<file path="config.mk">
export PLATFORM = sky130hd
export DESIGN_NAME = handle_button
export DESIGN_NICKNAME = d
export VERILOG_FILES = /design/src/rtl/handle_button_pkg.sv /design/src/rtl/btn_debounce.sv /design/src/rtl/cnt_down.sv /design/src/rtl/handle_button.sv
export SDC_FILE = /design/constraint.sdc
export NUM_CORES = 1
export LEC_CHECK = 0
export ABC_AREA = 1
export CORE_UTILIZATION = 40
export DETAILED_ROUTE_END_ITERATION = 8
export GPL_ROUTABILITY_DRIVEN = 0
export SYNTH_ARGS = -nofsm -noshare
export SYNTH_HDL_FRONTEND = slang
export SYNTH_SLANG_ARGS = --single-unit
</file>
<file path="constraint.sdc">
create_clock -name CLK -period 3 [get_ports CLK]
set_clock_uncertainty 0.15 [all_clocks]
set_input_delay 0.45 -clock CLK [delete_from_list [all_inputs] [get_ports CLK]]
set_output_delay 0.45 -clock CLK [all_outputs]
set_load 0.01 [all_outputs]
</file>
<file path="src/rtl/handle_button_pkg.sv">
// Shared constants, repeat-FSM state encoding and the wrap-around step helper
// used by the front-panel button handler.
package handle_button_pkg;

  localparam int unsigned TICK_DIV_DEF  = 20000;
  localparam int unsigned DEB_TICKS_DEF = 10;
  localparam int unsigned REP_DLY_DEF   = 500;
  localparam int unsigned REP_PER_DEF   = 100;
  localparam logic [6:0]  MAIN_MAX_DEF  = 7'd15;
  localparam logic [6:0]  SUB_MAX_DEF   = 7'd99;

  typedef enum logic [1:0] {
    IDLE   = 2'd0,
    HOLD   = 2'd1,
    REPEAT = 2'd2
  } repState_e;

  typedef struct packed {
    logic level;
    logic press;
  } btnState_t;

  // Mode values wrap at both ends so the user can scroll in either direction.
  function automatic logic [6:0] stepValue(input logic [6:0] value,
                                           input logic [6:0] maxValue,
                                           input logic       up);
    if (up) begin
      return (value == maxValue) ? 7'd0 : value + 7'd1;
    end
    return (value == 7'd0) ? maxValue : value - 7'd1;
  endfunction

endpackage

</file>
<file path="src/rtl/btn_debounce.sv">
// One push button: 2-FF synchroniser, tick-sampled debounce and a press pulse
// that coincides with the first cycle of the accepted pressed level.
module btn_debounce
  import handle_button_pkg::*;
#(
  parameter int unsigned DEB_TICKS = DEB_TICKS_DEF
) (
  input  logic      clk_i,
  input  logic      rst_i,
  input  logic      btn_i,
  input  logic      tick_i,
  output btnState_t state_o
);

  localparam int CW = $clog2(DEB_TICKS + 1);

  logic          sync1_q;
  logic          sync2_q;
  logic          level_q;
  logic          press_q;
  logic [CW-1:0] cnt_q;

  // Any tick that sees the synced level agree with the accepted level restarts the count.
  always_ff @(posedge clk_i or posedge rst_i) begin
    if (rst_i) begin
      sync1_q <= 1'b0;
      sync2_q <= 1'b0;
      level_q <= 1'b0;
      press_q <= 1'b0;
      cnt_q   <= '0;
    end else begin
      sync1_q <= btn_i;
      sync2_q <= sync1_q;
      press_q <= 1'b0;
      if (tick_i) begin
        if (sync2_q != level_q) begin
          if (cnt_q == CW'(DEB_TICKS - 1)) begin
            level_q <= sync2_q;
            press_q <= sync2_q;
            cnt_q   <= '0;
          end else begin
            cnt_q <= cnt_q + CW'(1);
          end
        end else begin
          cnt_q <= '0;
        end
      end
    end
  end

  assign state_o = '{level: level_q, press: press_q};

endmodule

</file>
<file path="src/rtl/cnt_down.sv">
// Free-running reload down-counter; zero_o marks one cycle in every LOAD.
module cnt_down #(
  parameter int unsigned LOAD = 4
) (
  input  logic clk_i,
  input  logic rst_i,
  output logic zero_o
);

  localparam int W = (LOAD > 1) ? $clog2(LOAD) : 1;

  logic [W-1:0] cnt_q;

  always_ff @(posedge clk_i or posedge rst_i) begin
    if (rst_i) begin
      cnt_q <= '0;
    end else if (cnt_q == '0) begin
      cnt_q <= W'(LOAD - 1);
    end else begin
      cnt_q <= cnt_q - W'(1);
    end
  end

  assign zero_o = (cnt_q == '0);

endmodule

</file>
<file path="src/rtl/handle_button.sv">
// Front-panel button handler: debounced SEL/UP/DN drive the MAIN/SUB mode
// registers with auto-repeat, wrap-around and a one-cycle mode-change pulse.
module handle_button
  import handle_button_pkg::*;
#(
  parameter int unsigned TICK_DIV  = TICK_DIV_DEF,
  parameter int unsigned DEB_TICKS = DEB_TICKS_DEF,
  parameter int unsigned REP_DLY   = REP_DLY_DEF,
  parameter int unsigned REP_PER   = REP_PER_DEF,
  parameter logic [6:0]  MAIN_MAX  = MAIN_MAX_DEF,
  parameter logic [6:0]  SUB_MAX   = SUB_MAX_DEF
) (
  input  logic       CLK,
  input  logic       RST,
  input  logic       BTN_SEL,
  input  logic       BTN_UP,
  input  logic       BTN_DN,
  output logic [6:0] MAIN_MODE,
  output logic [6:0] SUB_MODE,
  output logic       EDIT_SEL,
  output logic       MODE_CHG
);

  localparam int unsigned REP_MAX = (REP_DLY > REP_PER) ? REP_DLY : REP_PER;
  localparam int RW = $clog2(REP_MAX + 1);

  logic          tick;
  btnState_t     selBtn;
  btnState_t     upBtn;
  btnState_t     dnBtn;
  logic          bothHeld;
  logic          heldLevel;
  logic          stepEn;
  logic          stepUp;

  repState_e     state_q,  state_d;
  logic [RW-1:0] repCnt_q, repCnt_d;
  logic          dirUp_q,  dirUp_d;
  logic [6:0]    main_q,   main_d;
  logic [6:0]    sub_q,    sub_d;
  logic [6:0]    mainPrev_q;
  logic [6:0]    subPrev_q;
  logic          editSel_q;
  logic          modeChg_q;

  cnt_down #(.LOAD(TICK_DIV)) uTick (
    .clk_i  (CLK),
    .rst_i  (RST),
    .zero_o (tick)
  );

  btn_debounce #(.DEB_TICKS(DEB_TICKS)) uSel (
    .clk_i (CLK), .rst_i (RST), .btn_i (BTN_SEL), .tick_i (tick), .state_o (selBtn)
  );

  btn_debounce #(.DEB_TICKS(DEB_TICKS)) uUp (
    .clk_i (CLK), .rst_i (RST), .btn_i (BTN_UP), .tick_i (tick), .state_o (upBtn)
  );

  btn_debounce #(.DEB_TICKS(DEB_TICKS)) uDn (
    .clk_i (CLK), .rst_i (RST), .btn_i (BTN_DN), .tick_i (tick), .state_o (dnBtn)
  );

  assign bothHeld  = upBtn.level & dnBtn.level;
  assign heldLevel = dirUp_q ? upBtn.level : dnBtn.level;

  // Holding both UP and DN parks the FSM; stepping resumes only on a fresh press.
  always_comb begin
    state_d  = state_q;
    repCnt_d = repCnt_q;
    dirUp_d  = dirUp_q;
    stepEn   = 1'b0;
    stepUp   = dirUp_q;
    if (bothHeld) begin
      state_d = IDLE;
    end else begin
      case (state_q)
        IDLE: begin
          if (upBtn.press || dnBtn.press) begin
            stepEn   = 1'b1;
            stepUp   = upBtn.press;
            dirUp_d  = upBtn.press;
            repCnt_d = RW'(REP_DLY);
            state_d  = HOLD;
          end
        end
        HOLD, REPEAT: begin
          if (!heldLevel) begin
            state_d = IDLE;
          end else if (repCnt_q == '0) begin
            stepEn   = 1'b1;
            repCnt_d = RW'(REP_PER);
            state_d  = REPEAT;
          end else if (tick) begin
            repCnt_d = repCnt_q - RW'(1);
          end
        end
        default: state_d = IDLE;
      endcase
    end

    main_d = main_q;
    sub_d  = sub_q;
    if (stepEn) begin
      if (editSel_q) begin
        sub_d = stepValue(sub_q, SUB_MAX, stepUp);
      end else begin
        main_d = stepValue(main_q, MAIN_MAX, stepUp);
      end
    end
  end

  // MODE_CHG compares against last cycle's modes, so it fires only on a real change.
  always_ff @(posedge CLK or posedge RST) begin
    if (RST) begin
      state_q    <= IDLE;
      repCnt_q   <= '0;
      dirUp_q    <= 1'b0;
      main_q     <= '0;
      sub_q      <= '0;
      mainPrev_q <= '0;
      subPrev_q  <= '0;
      editSel_q  <= 1'b0;
      modeChg_q  <= 1'b0;
    end else begin
      state_q    <= state_d;
      repCnt_q   <= repCnt_d;
      dirUp_q    <= dirUp_d;
      main_q     <= main_d;
      sub_q      <= sub_d;
      mainPrev_q <= main_q;
      subPrev_q  <= sub_q;
      modeChg_q  <= (main_q != mainPrev_q) || (sub_q != subPrev_q);
      if (selBtn.press && selBtn.level) begin
        editSel_q <= ~editSel_q;
      end
    end
  end

  assign MAIN_MODE = main_q;
  assign SUB_MODE  = sub_q;
  assign EDIT_SEL  = editSel_q;
  assign MODE_CHG  = modeChg_q;

endmodule

</file>
# After elaboration in Yosys (flattened, before gate mapping)
# Index checks and enable logic that the tools add are counted.
dict set report op_classes {
  n_addsub 9
  n_mux 48
  n_eq_ne 17
  n_bitwise 3
  reduce_logical 17
}
# cell n
set ops {}
lappend ops {{$mux 7} 8}
lappend ops {{$mux 9} 4}
lappend ops {{$mux 4} 6}
lappend ops {{$mux 1} 22}
lappend ops {{$pmux 9 s2} 1}
lappend ops {{$logic_not 15->1} 1}
lappend ops {{$mux 15} 1}
lappend ops {{$sub 15x1->15 const B} 1}
lappend ops {{$add 7x1->7 const B} 2}
lappend ops {{$logic_not 7->1} 2}
lappend ops {{$ne 7x7->1} 2}
lappend ops {{$sub 7x1->7 const B} 2}
lappend ops {{$add 4x1->4 const B} 3}
lappend ops {{$eq 4x4->1 const B} 3}
lappend ops {{$logic_not 9->1} 1}
lappend ops {{$reduce_and 3->1} 3}
lappend ops {{$sub 9x1->9 const B} 1}
lappend ops {{$mux 2} 4}
lappend ops {{$eq 7x4->1 const B} 1}
lappend ops {{$eq 7x7->1 const B} 1}
lappend ops {{$ne 3x3->1 const B} 2}
lappend ops {{$reduce_and 2->1} 3}
lappend ops {{$reduce_and 5->1} 1}
lappend ops {{$ne 2x2->1 const B} 2}
lappend ops {{other kinds (13)} 17}
dict set report totals {
  wordCells 119
  ff_bits 81
  output_inout_bits 16
  in_bits 5
}

# Logic depth before layout (Yosys ltp)
dict set report depth {
  word_depth 8
  depth_mapped 11
  ltp_nobuf 11
}

# Hierarchy
# From an unflattened synthesis, not the netlist that was laid out.
dict set report unflattened {
  cells_unflattened 639
  hier_area_um2 4858.4
}
# module area_per_inst_um2 seq_area_each_um2 instances cells_per_inst
set by_module_without_submodules {}
lappend by_module_without_submodules {handle_button 2717.6 1051.0 1 379}
lappend by_module_without_submodules {btn_debounce 387.9 200.2 3 45}
lappend by_module_without_submodules {cnt_down 977.2 375.4 1 125}

# Worst setup path before layout
# OpenSTA, ideal clock, no wires.
dict set report synth_path {
  path_type {reg2reg}
  start {reg sub_q[0] (netlist: SUB_MODE[0])}
  end {reg sub_q[5] (netlist: SUB_MODE[5])}
  n_path_buf 0
  setup_slack_ps 1348
  t_arrival_ps 1385
  required_time_ps 2734
  period_less_slack_ps 1652
  path_stages_with_launch 11
  setup_ps 116
  cell_sequence {dfrtp_1 -> inv_1 -> ha_1 -> nand2_1 -> nor2_1 -> nand2_1 -> nand3_1 -> nand2_1 -> nand2_1 -> nand2_1 -> nand2_1}
}
dict set report synth_via {
  elab_chain_cells 4
  word_cells_on_any_way 8
  cone_classes {2 x add/sub; 1 x eq/ne; 4 x mux; 1 x reduce/logical}
}
# element line_no
set synth_rtl {}
lappend synth_rtl {{from (decl)} handle_button.sv:40} ;# logic [6:0] sub_q, sub_d;
lappend synth_rtl {{from (signal assigned)} handle_button.sv:130} ;# sub_q <= sub_d;
lappend synth_rtl {{$add 7x1->7 / $eq 7x7->1 (equally long branches)} handle_button_pkg.sv:28} ;# return (value == maxValue) ? 7'd0 : value + 7'd1;
lappend synth_rtl {{$mux 7} handle_button_pkg.sv:28}
lappend synth_rtl {{$mux 7} handle_button_pkg.sv:27} ;# if (up) begin
lappend synth_rtl {{$mux 7 *} handle_button_pkg.sv:30} ;# return (value == 7'd0) ? maxValue : value - 7'd1;
# Every way passes the cells marked *; elsewhere a longest branch is shown, timed or not. The select of a mux whose other input is x is not followed.
# A chain may end at the register's enable or synchronous reset.

# Worst setup path in the final report
dict set report layout_path {
  start {reg sub_q[2] (netlist: SUB_MODE[2])}
  end {out SUB_MODE[2]}
}
# element line_no
set layout_lines {}
lappend layout_lines {{to (decl)} handle_button.sv:19} ;# output logic [6:0] SUB_MODE,
# No word-level cell between the ends.

==> impl_metrics.json <==
{
  "drc_errors": 6,
  "drive_above_1_share_pct": 11.20,
  "drtPass1Iterations": 7,
  "syn_nets": 628,
  "max_stage_delay_ps": 630,
  "htree_levels": 3,
  "cts_buffer_depth": 2,
  "r2r_cells": 9,
  "worstMarginPinSlew_ps": 538.2,
  "ys_seq_elements": 81,
  "critPathLaunch": "SUB_MODE[2]",
  "clock_latency_ps": 340,
  "power.leakage_nw": 2.777,
  "drt-total-wl_um": 9693,
  "hold_path_depth": 0,
  "cp_max_fo": 12,
  "wl_per_cell_um": 12.47,
  "die_h_um": 111.1,
  "grt_pass1_vias": 3731,
  "synth_top_area_share_pct": 42.61,
  "clk_pin_slew_ps": 60,
  "path_class": "flip-flop to output port",
  "ant_nets": 0,
  "core.rowCount": 39,
  "vdd_drop_max_v": 0.0003635,
  "avgSynthCellArea_um2": 7.837,
  "die-area_um2": 12330,
  "route.layer.met1.wl_um": 4766,
  "cts_hold_buf": 0,
  "drv_cap": 0,
  "setup_viol": 0,
  "cts-root-buf": "clkbuf_16",
  "syn_inst": 607,
  "n_antenna_cell": 0,
  "power.density_nw_per_um2": 420.6,
  "antenna_found_initial": 0,
  "numCtsBuffers": 9,
  "status": "finished, violations left",
  "initial_core_util_pct": 41.31,
  "grt_max_degree": 31,
  "finalMaxSlewViolations": 0,
  "grt_overflow": 0,
  "rsz0062_at_grt": "false",
  "seq_area_frac_synth_pct": 42.61,
  "syn_area_um2": 4757,
  "ys_types": 34,
  "startpoint_type": "flip-flop",
  "ctsResizeCount": 0,
  "worstHoldPathType": "flip-flop to flip-flop",
  "vias": 3835,
  "cpMaxStageDelayCell": "dfrtp_1",
  "post-place-ws_ps": 906.6,
  "synth_area_leader_cell": "dfrtp_1",
  "cts_tree": "yes",
  "hold_slack_ps": 209.8,
  "drtIter0Drc": 204,
  "fin_crit_sh_pct": 73.65,
  "yosysWarnings": 0,
  "track_usage_pct": 17.45,
  "routed.top_layer": "met4",
  "worstPathCellList": "clkdlybuf4s50_1",
  "max_freq_mhz": 452.6,
  "final_cell_mix": "nand2_1, dfrtp_1, nand3_1, inv_1, nor2_1",
  "fin_nets": 650,
  "finalHoldViolCount": 0,
  "dp_hpwl_um": 6825,
  "fin_ws_ps": 790.4,
  "r2r_slack_ps": 890,
  "io_pins": 21,
  "worstReg2RegStart": "state_q[0]",
  "period_needed_ps": 2210,
  "grt_pass1_wl_um": 17280,
  "io_buffers": 20,
  "wl_met3_um": 349,
  "slew_headroom_pct": 64.08,
  "min_from": "uDn.sync1_q",
  "ys_top_cells_by_area": "dfrtp_1, nand2_1, nand3_1, inv_1, nor2_1",
  "end_kind": "output port",
  "cts_sinks": 81,
  "postCtsSetupRepairBufs": 0,
  "wl_met2_um": 4504,
  "die_w_um": 111.1,
  "crit_arrival_ps": 1610,
  "mostFrequentLayoutCell": "nand2_1",
  "hold-path-endpoint": "uDn.sync2_q",
  "synthToLayoutAreaGrowth_pct": 13.57,
  "cpLargestDelayFamily": "flip-flops",
  "path_buf_inv": 1,
  "finalSetupTns_ps": 0,
  "reg2reg_to": "MAIN_MODE[3]",
  "via_per_inst": 4.936,
  "violations": "DRC",
  "core_area_um2": 11520,
  "crit_required_ps": 2400
}
## area by class of cell
| type | count | area (um^2) |
|---|---|---|
| repair buffers | 23 | 235.2 |
| clock inverters | 7 | 77.57 |
| flip-flops and latches | 81 | 2027 |
| clock buffers | 9 | 225.2 |
| well taps | 143 | 178.9 |
| multi-input cells | 446 | 2387 |
| inverters | 68 | 271.5 |
| fillers | 1118 | 6113 |
## logic make-up after synthesis
kind of cell,after synthesis,share of synthesized area [%]
AO/OA/AOI/OAI,39,4.840
AND/OR/NAND/NOR,362,35.80
adder cells (fa/ha/maj),16,4.208
XOR/XNOR,29,5.339
buffers and inverters,80,7.207
flip-flops,81,42.61
## worst register-to-register path, cell delays in order (launching register included)
cell	delay, ps
dfrtp_1	370
inv_1	70
ha_1	560
nand3_1	210
nor2_4	160
nand3_4	120
nand2_2	100
nand2_2	110
nand2_1	90
nand2_1	60
## where the power goes
part	internal [W]	switching, W	leakage [nW]	total [W]
combinational	0.0000101	0.0000259	1.57	0.0000360
clock	0.000654	0.000484	0.147	0.00114
sequential	0.00110	0.00000211	1.06	0.00110
## cell usage after synthesis (all sizes together)
master and count:
buf 12, nand4 15, nand3 66, nand3b 2
nor2 66, clkinv 1, inv 67, a31oi 1
o31ai 2, or2 4, o21ai 28, nand2 203
o2111ai 1, a21oi 6, dfrtp 81, nor3b 1
nor3 5, ha 16, xor2 18, xnor2 11
o21a 1
## metal layers
layer / vias up / GRT usage, %
met2: 68 / 28.22
met5: - / 0
met1: 1789 / 22.95
li1: 1974 / -
met4: 0 / 6.486
met3: 4 / 3.882
## metrics by stage
| stage | total power [W] | instance area (um^2) | utilization, % | cells |
|---|---|---|---|---|
| 4_1_cts | 0.002316 | 5403 | 46.91 | 777 |
| 6_report | 0.002272 | 5403 | 46.91 | 777 |
| 3_3_place_gp | 0.001157 | 5100 | 44.29 | 761 |
| 2_1_floorplan | 0.001137 | 4757 | - | 607 |
| 3_5_place_dp | 0.001157 | 5100 | 44.29 | 761 |
| 5_1_grt | 0.002355 | 5403 | 46.91 | 777 |
## worst max path at each step
stage	cells past startpoint	to	slack, ps
after CTS	1	SUB_MODE[2]	770
after global routing	1	SUB_MODE[2]	710
after global placement	9	SUB_MODE[3]	1030
final	1	SUB_MODE[2]	790
after detailed placement	9	MAIN_MODE[4]	910
after floorplan	1	EDIT_SEL	320
## sequential cells by signal (all words and copies together), names as in the netlist, 2 cells and up
| register | count |
|---|---|
| subPrev_q | 7 |
| repCnt_q | 9 |
| uUp.cnt_q | 4 |
| uDn.cnt_q | 4 |
| uSel.cnt_q | 4 |
| uTick.cnt_q | 15 |
| mainPrev_q | 7 |
| SUB_MODE | 7 |
| state_q | 2 |
| MAIN_MODE | 7 |
Note: power is estimated with default switching activity, not from simulation.
==> RTL change 1, RTL diff (same flow settings) <==
`DEB_TICKS_DEF`: 10 -> 5.
--- a/src/rtl/handle_button_pkg.sv
+++ b/src/rtl/handle_button_pkg.sv
@@ -3,7 +3,7 @@
 package handle_button_pkg;
 
   localparam int unsigned TICK_DIV_DEF  = 20000;
-  localparam int unsigned DEB_TICKS_DEF = 10;
+  localparam int unsigned DEB_TICKS_DEF = 5;
   localparam int unsigned REP_DLY_DEF   = 500;
   localparam int unsigned REP_PER_DEF   = 100;
   localparam logic [6:0]  MAIN_MAX_DEF  = 7'd15;
Formal check against the unedited RTL: no difference found for any inputs over 10 cycles, from zero or initial values and one cycle with RST high; that may be too few to reach the edited logic, so the function may still have changed.
==> RTL change 1 against the unedited design <==
- final area down 3.7%
- critical path type unchanged
- worst setup slack improved by 0.014 ns
- sequential power down 4%
- wire length fell by 5.8%
- power fell by 2.3%
- critical endpoint is now SUB_MODE[4]
- combinational power is 6.1% lower
- register-to-register slack better by 0.10 ns
- area after synthesis is 4.6% lower
- sequential cell count decreased by 3
- final cell count decreased by 2.8%
- critical path depth unchanged
- non-clock buffer count down 1
==> RTL change 1: results (changes against the unedited design) <==
The wire length on met3 came out at 321 um (-8.0%). The flow ran to the end, and the final reports show no timing, DRC or antenna violations. The logs give 631 (-2.9%) for the net total in the final layout and 17.5% (+0.038 points) for the overall global routing resource usage.

The launch point of the critical path was SUB_MODE[4]. Maximum resistive drop on vdd: 0.000295 V (-19%). After synthesis, the cell types taking the most area are sky130_fd_sc_hd__dfrtp_1 (43%), sky130_fd_sc_hd__nand2_1 (15%), sky130_fd_sc_hd__nand3_1 (6.3%).

The run gives 2.53 nW (-9.0%) as the standby leakage power. The starting DRC count in detailed routing came out at 166 (-19%). By count the netlist is led by sky130_fd_sc_hd__nand2_1 (185), sky130_fd_sc_hd__dfrtp_1 (78), sky130_fd_sc_hd__nand3_1 (57).

The worst-case register-to-register setup slack was 0.99 ns (+0.10 ns); the slew at the pin with the worst max-slew slack was 0.523 ns (-0.0150 ns). The routed length on met2 is 4.02 mm (-11%). The post-synth net total was 606 (-3.5%). The tools report the share of synthesized area occupied by flip-flops and latches as 43.0% (+0.41 points).

The worst min-delay path startpoint is uUp.sync1_q. The largest net degree at the start of global routing is 32 (+3.2%), and the pre-CTS setup slack is 0.997 ns (+0.0908 ns). The arrival time at the worst endpoint was 1.60 ns. The average vias per placed instance works out to 4.89 (-0.87%).

The most critical setup path has its endpoint at SUB_MODE[4]. The largest fanout on the critical path is 13 (+1). The reg-to-reg critical path endpoint is SUB_MODE[3].

The logs give 0.804 ns (+0.0137 ns) for the post-layout worst setup margin and 6.50 mm (-4.8%) for the detailed placer's ending HPWL. The logs give 3,396 (-9.0%) for the number of global-route vias before repair and 4.65 mm (-2.4%) for the routed metal-1 wirelength. The detailed-router iteration count before antenna repair is 4 (-3), and the per-cell routed wire length is 12.1 um (-3.0%).
## RTL change 1: per-layer routing
| layer | GRT usage (%) | vias to the layer above |
|---|---|---|
| li1 | - | 1895 |
| met1 | 24.4 | 1736 |
| met2 | 25.9 | 53 |
| met3 | 4.22 | 10 |
| met4 | 7.24 | 0 |
| met5 | 0 | - |
## RTL change 1: how the worst min path moves through the flow
stage	slack, ns	cells after the start	endpoint
2_1_floorplan	0.18	0	uDn.sync2_q
3_3_place_gp	0.18	0	uUp.sync2_q
3_5_place_dp	0.19	0	uUp.sync2_q
4_1_cts	0.20	0	uUp.sync2_q
5_1_grt	0.22	0	uSel.sync2_q
6_report	0.20	0	uUp.sync2_q
## RTL change 1: where the power goes
| group | switching, mW | leakage [nW] | internal, mW |
|---|---|---|---|
| logic | 0.0239 | 1.37 | 0.00996 |
| registers | 0.00189 | 1.02 | 1.06 |
| clock network | 0.458 | 0.141 | 0.671 |
## RTL change 1: logic make-up (layout without fill, tap and decap cells)
| kind of cell | after synthesis | in the layout | synth area share [%] |
|---|---|---|---|
| xor gates and xnor gates | 23 | 23 | 4.44 |
| adders and majority gates | 16 | 16 | 4.41 |
| and+or+nand+nor | 356 | 356 | 36.3 |
| buffers and inverters | 69 | 99 | 6.40 |
| DFF | 78 | 78 | 43.0 |
| AOI/OAI and AO/OA | 43 | 43 | 5.38 |
## RTL change 1: cell type report
cell class,count,area [sq um]
inverters,61,245
well taps,140,175
clock inverters,6,70.1
clock buffers,10,239
multi-input cells,438,2290
fillers,1050,5730
flip-flops and latches,78,1950
repair buffers,22,228
## RTL change 1: per-stage QoR
step	std cells	hold WS, ns
floorplan	585	0.181
global placement	739	0.185
detailed placement	739	0.188
CTS	755	0.202
global route	755	0.216
finish	755	0.199
==> RTL change 2, RTL diff (same flow settings) <==
Without the edit above. The 3 states of `repState_e` get a one-hot encoding in 3 bits.
--- a/src/rtl/handle_button_pkg.sv
+++ b/src/rtl/handle_button_pkg.sv
@@ -9,10 +9,10 @@
   localparam logic [6:0]  MAIN_MAX_DEF  = 7'd15;
   localparam logic [6:0]  SUB_MAX_DEF   = 7'd99;
 
-  typedef enum logic [1:0] {
-    IDLE   = 2'd0,
-    HOLD   = 2'd1,
-    REPEAT = 2'd2
+  typedef enum logic [2:0] {
+    IDLE   = 3'b001,
+    HOLD   = 3'b010,
+    REPEAT = 3'b100
   } repState_e;
 
   typedef struct packed {
Check against the original RTL: no difference found for any inputs over 10 cycles, from zero or initial values and one cycle with RST high; not proved beyond that.
==> RTL change 2 against the unedited design <==
- worst setup slack improved by 0.083 ns
- combinational power increased by 3%
- worst hold slack got worse by 0.013 ns
- final area decreased by 1.9%
- area after synthesis decreased by 2.0%
- wire length decreased by 2.6%
- power decreased by 0.50%
- sequential cell count increased by 1
- largest cell class unchanged
==> RTL change 2: results (changes against the unedited design) <==
The xor-xnor portion of the synthesized cell area works out to 5.26% (-0.080 points). The routed metal-1 wirelength came out at 4.30 mm (-9.8%). The per-cell routed wire length works out to 12.1 um (-2.8%). The post-synth net total was 627 (-0.16%). In this run the critical register-to-register path is launched from repCnt_q[0]. The met1 layer usage reported by global route is 20.9% (-2.1 points). The switching part of the total power is 19.9% (-2.6 points). The run gives 1.53 ns (-0.08 ns) as the arrival time at the worst endpoint. The pre-CTS setup slack was 0.977 ns (+0.0703 ns). For the net total in the final layout, the log shows 649 (-0.15%). The detailed placer's ending HPWL was 6.77 mm (-0.87%); the wire length on met3 was 243 um (-30%). The run finished with clean final reports. Largest net degree at the start of global routing: 42 (+35%). The met3 global-route usage was 4.59% (+0.70 points); the ratio of cells with drive above 1 in the final layout was 8.18% (-3.0 points). The total power consumption of the routed design came out at 2.26 mW (-0.50%).

Detailed-router iteration count before antenna repair: 4 (-3). The highest cell delay on the worst timing path came out at 0.61 ns (-0.02 ns). The average vias per placed instance came out at 4.86 (-1.5%). The run gives 3,633 (-2.6%) as the number of global-route vias before repair. The combinational cell power came out at 37.1 uW (+3%).

The critical path's slowest cell is sky130_fd_sc_hd__clkdlybuf4s50_1. For the maximum resistive drop on vdd, the log shows 0.000353 V (-3.0%). The worst min-delay path startpoint was uUp.sync1_q. Global-route wire length before repair: 16.4 mm (-5.3%).

For the share of synthesized area occupied by flip-flops and latches, the log shows 44.0% (+1.4 points). The met2 usage is 30.8% (+2.6 points), and the overall global routing resource usage is 17.5% (+0.070 points). The synthesized-area fraction occupied by ao, oa, aoi and oai cells is 5.18% (+0.34 points). Count of different cell masters after synthesis: 36 (+5.9%). After synthesis, the cell types taking the most area are sky130_fd_sc_hd__dfrtp_1 (43%), sky130_fd_sc_hd__nand2_1 (17%), sky130_fd_sc_hd__inv_1 (5.4%). Grouping stages by cell kind, the critical path spends the most delay in buffers and inverters. The standby leakage power was 2.73 nW (-1.8%).

The area after detailed placement was 5000 sq um (-1.9%). Ranked by instance count, the synthesized netlist is headed by sky130_fd_sc_hd__nand2_1 (205), sky130_fd_sc_hd__dfrtp_1 (81), sky130_fd_sc_hd__inv_1 (67). The starting DRC count in detailed routing was 226 (+11%); the adder-cell share of the synthesized area was 3.49% (-0.72 points). The largest fanout on the critical path is 10 (-2).
RTL change 2: cell count changes after synthesis, moves of 4 or more:
cell | unedited run | this run
sky130_fd_sc_hd__o21ai_0 | 21 | 13
sky130_fd_sc_hd__nand2_1 | 178 | 205
sky130_fd_sc_hd__a21oi_1 | 4 | 10
sky130_fd_sc_hd__clkbuf_1 | 0 | 5
sky130_fd_sc_hd__buf_2 | 10 | 3
sky130_fd_sc_hd__xor2_1 | 18 | 22
sky130_fd_sc_hd__inv_1 | 62 | 67
sky130_fd_sc_hd__xnor2_1 | 11 | 6
sky130_fd_sc_hd__nand2_2 | 18 | 3
sky130_fd_sc_hd__nand3_1 | 63 | 38
sky130_fd_sc_hd__nand3b_1 | 2 | 6
sky130_fd_sc_hd__nor2_1 | 54 | 64
RTL change 2: metrics by stage:
stage / util, % / hold WS (ns) / cells
after floorplan: - / 0.181 / 609
after global placement: 44.0 / 0.187 / 763
after detailed placement: 44.0 / 0.190 / 763
after CTS: 46.6 / 0.202 / 779
after global routing: 46.6 / 0.217 / 779
final: 46.6 / 0.197 / 779
RTL change 2: area by class of cell:
| cell class | count | area [sq um] |
|---|---|---|
| fillers | 1116 | 6070 |
| clock buffers | 14 | 264 |
| clock inverters | 2 | 35.0 |
| inverters | 71 | 268 |
| flip-flops and latches | 82 | 2050 |
| repair buffers | 22 | 228 |
| well taps | 143 | 179 |
| multi-input cells | 445 | 2280 |
RTL change 2: worst paths after layout:
check,to,slack [ns],depth (start not counted)
worst max-delay path,SUB_MODE[2],0.87,1
worst min-delay path,uUp.sync2_q,0.20,0
worst max register to register,MAIN_MODE[0],1.01,10
worst min register to register,uUp.sync2_q,0.20,0
max in group asynchronous,SUB_MODE[5],1.63,3
min in group asynchronous,uUp.level_q,0.39,2
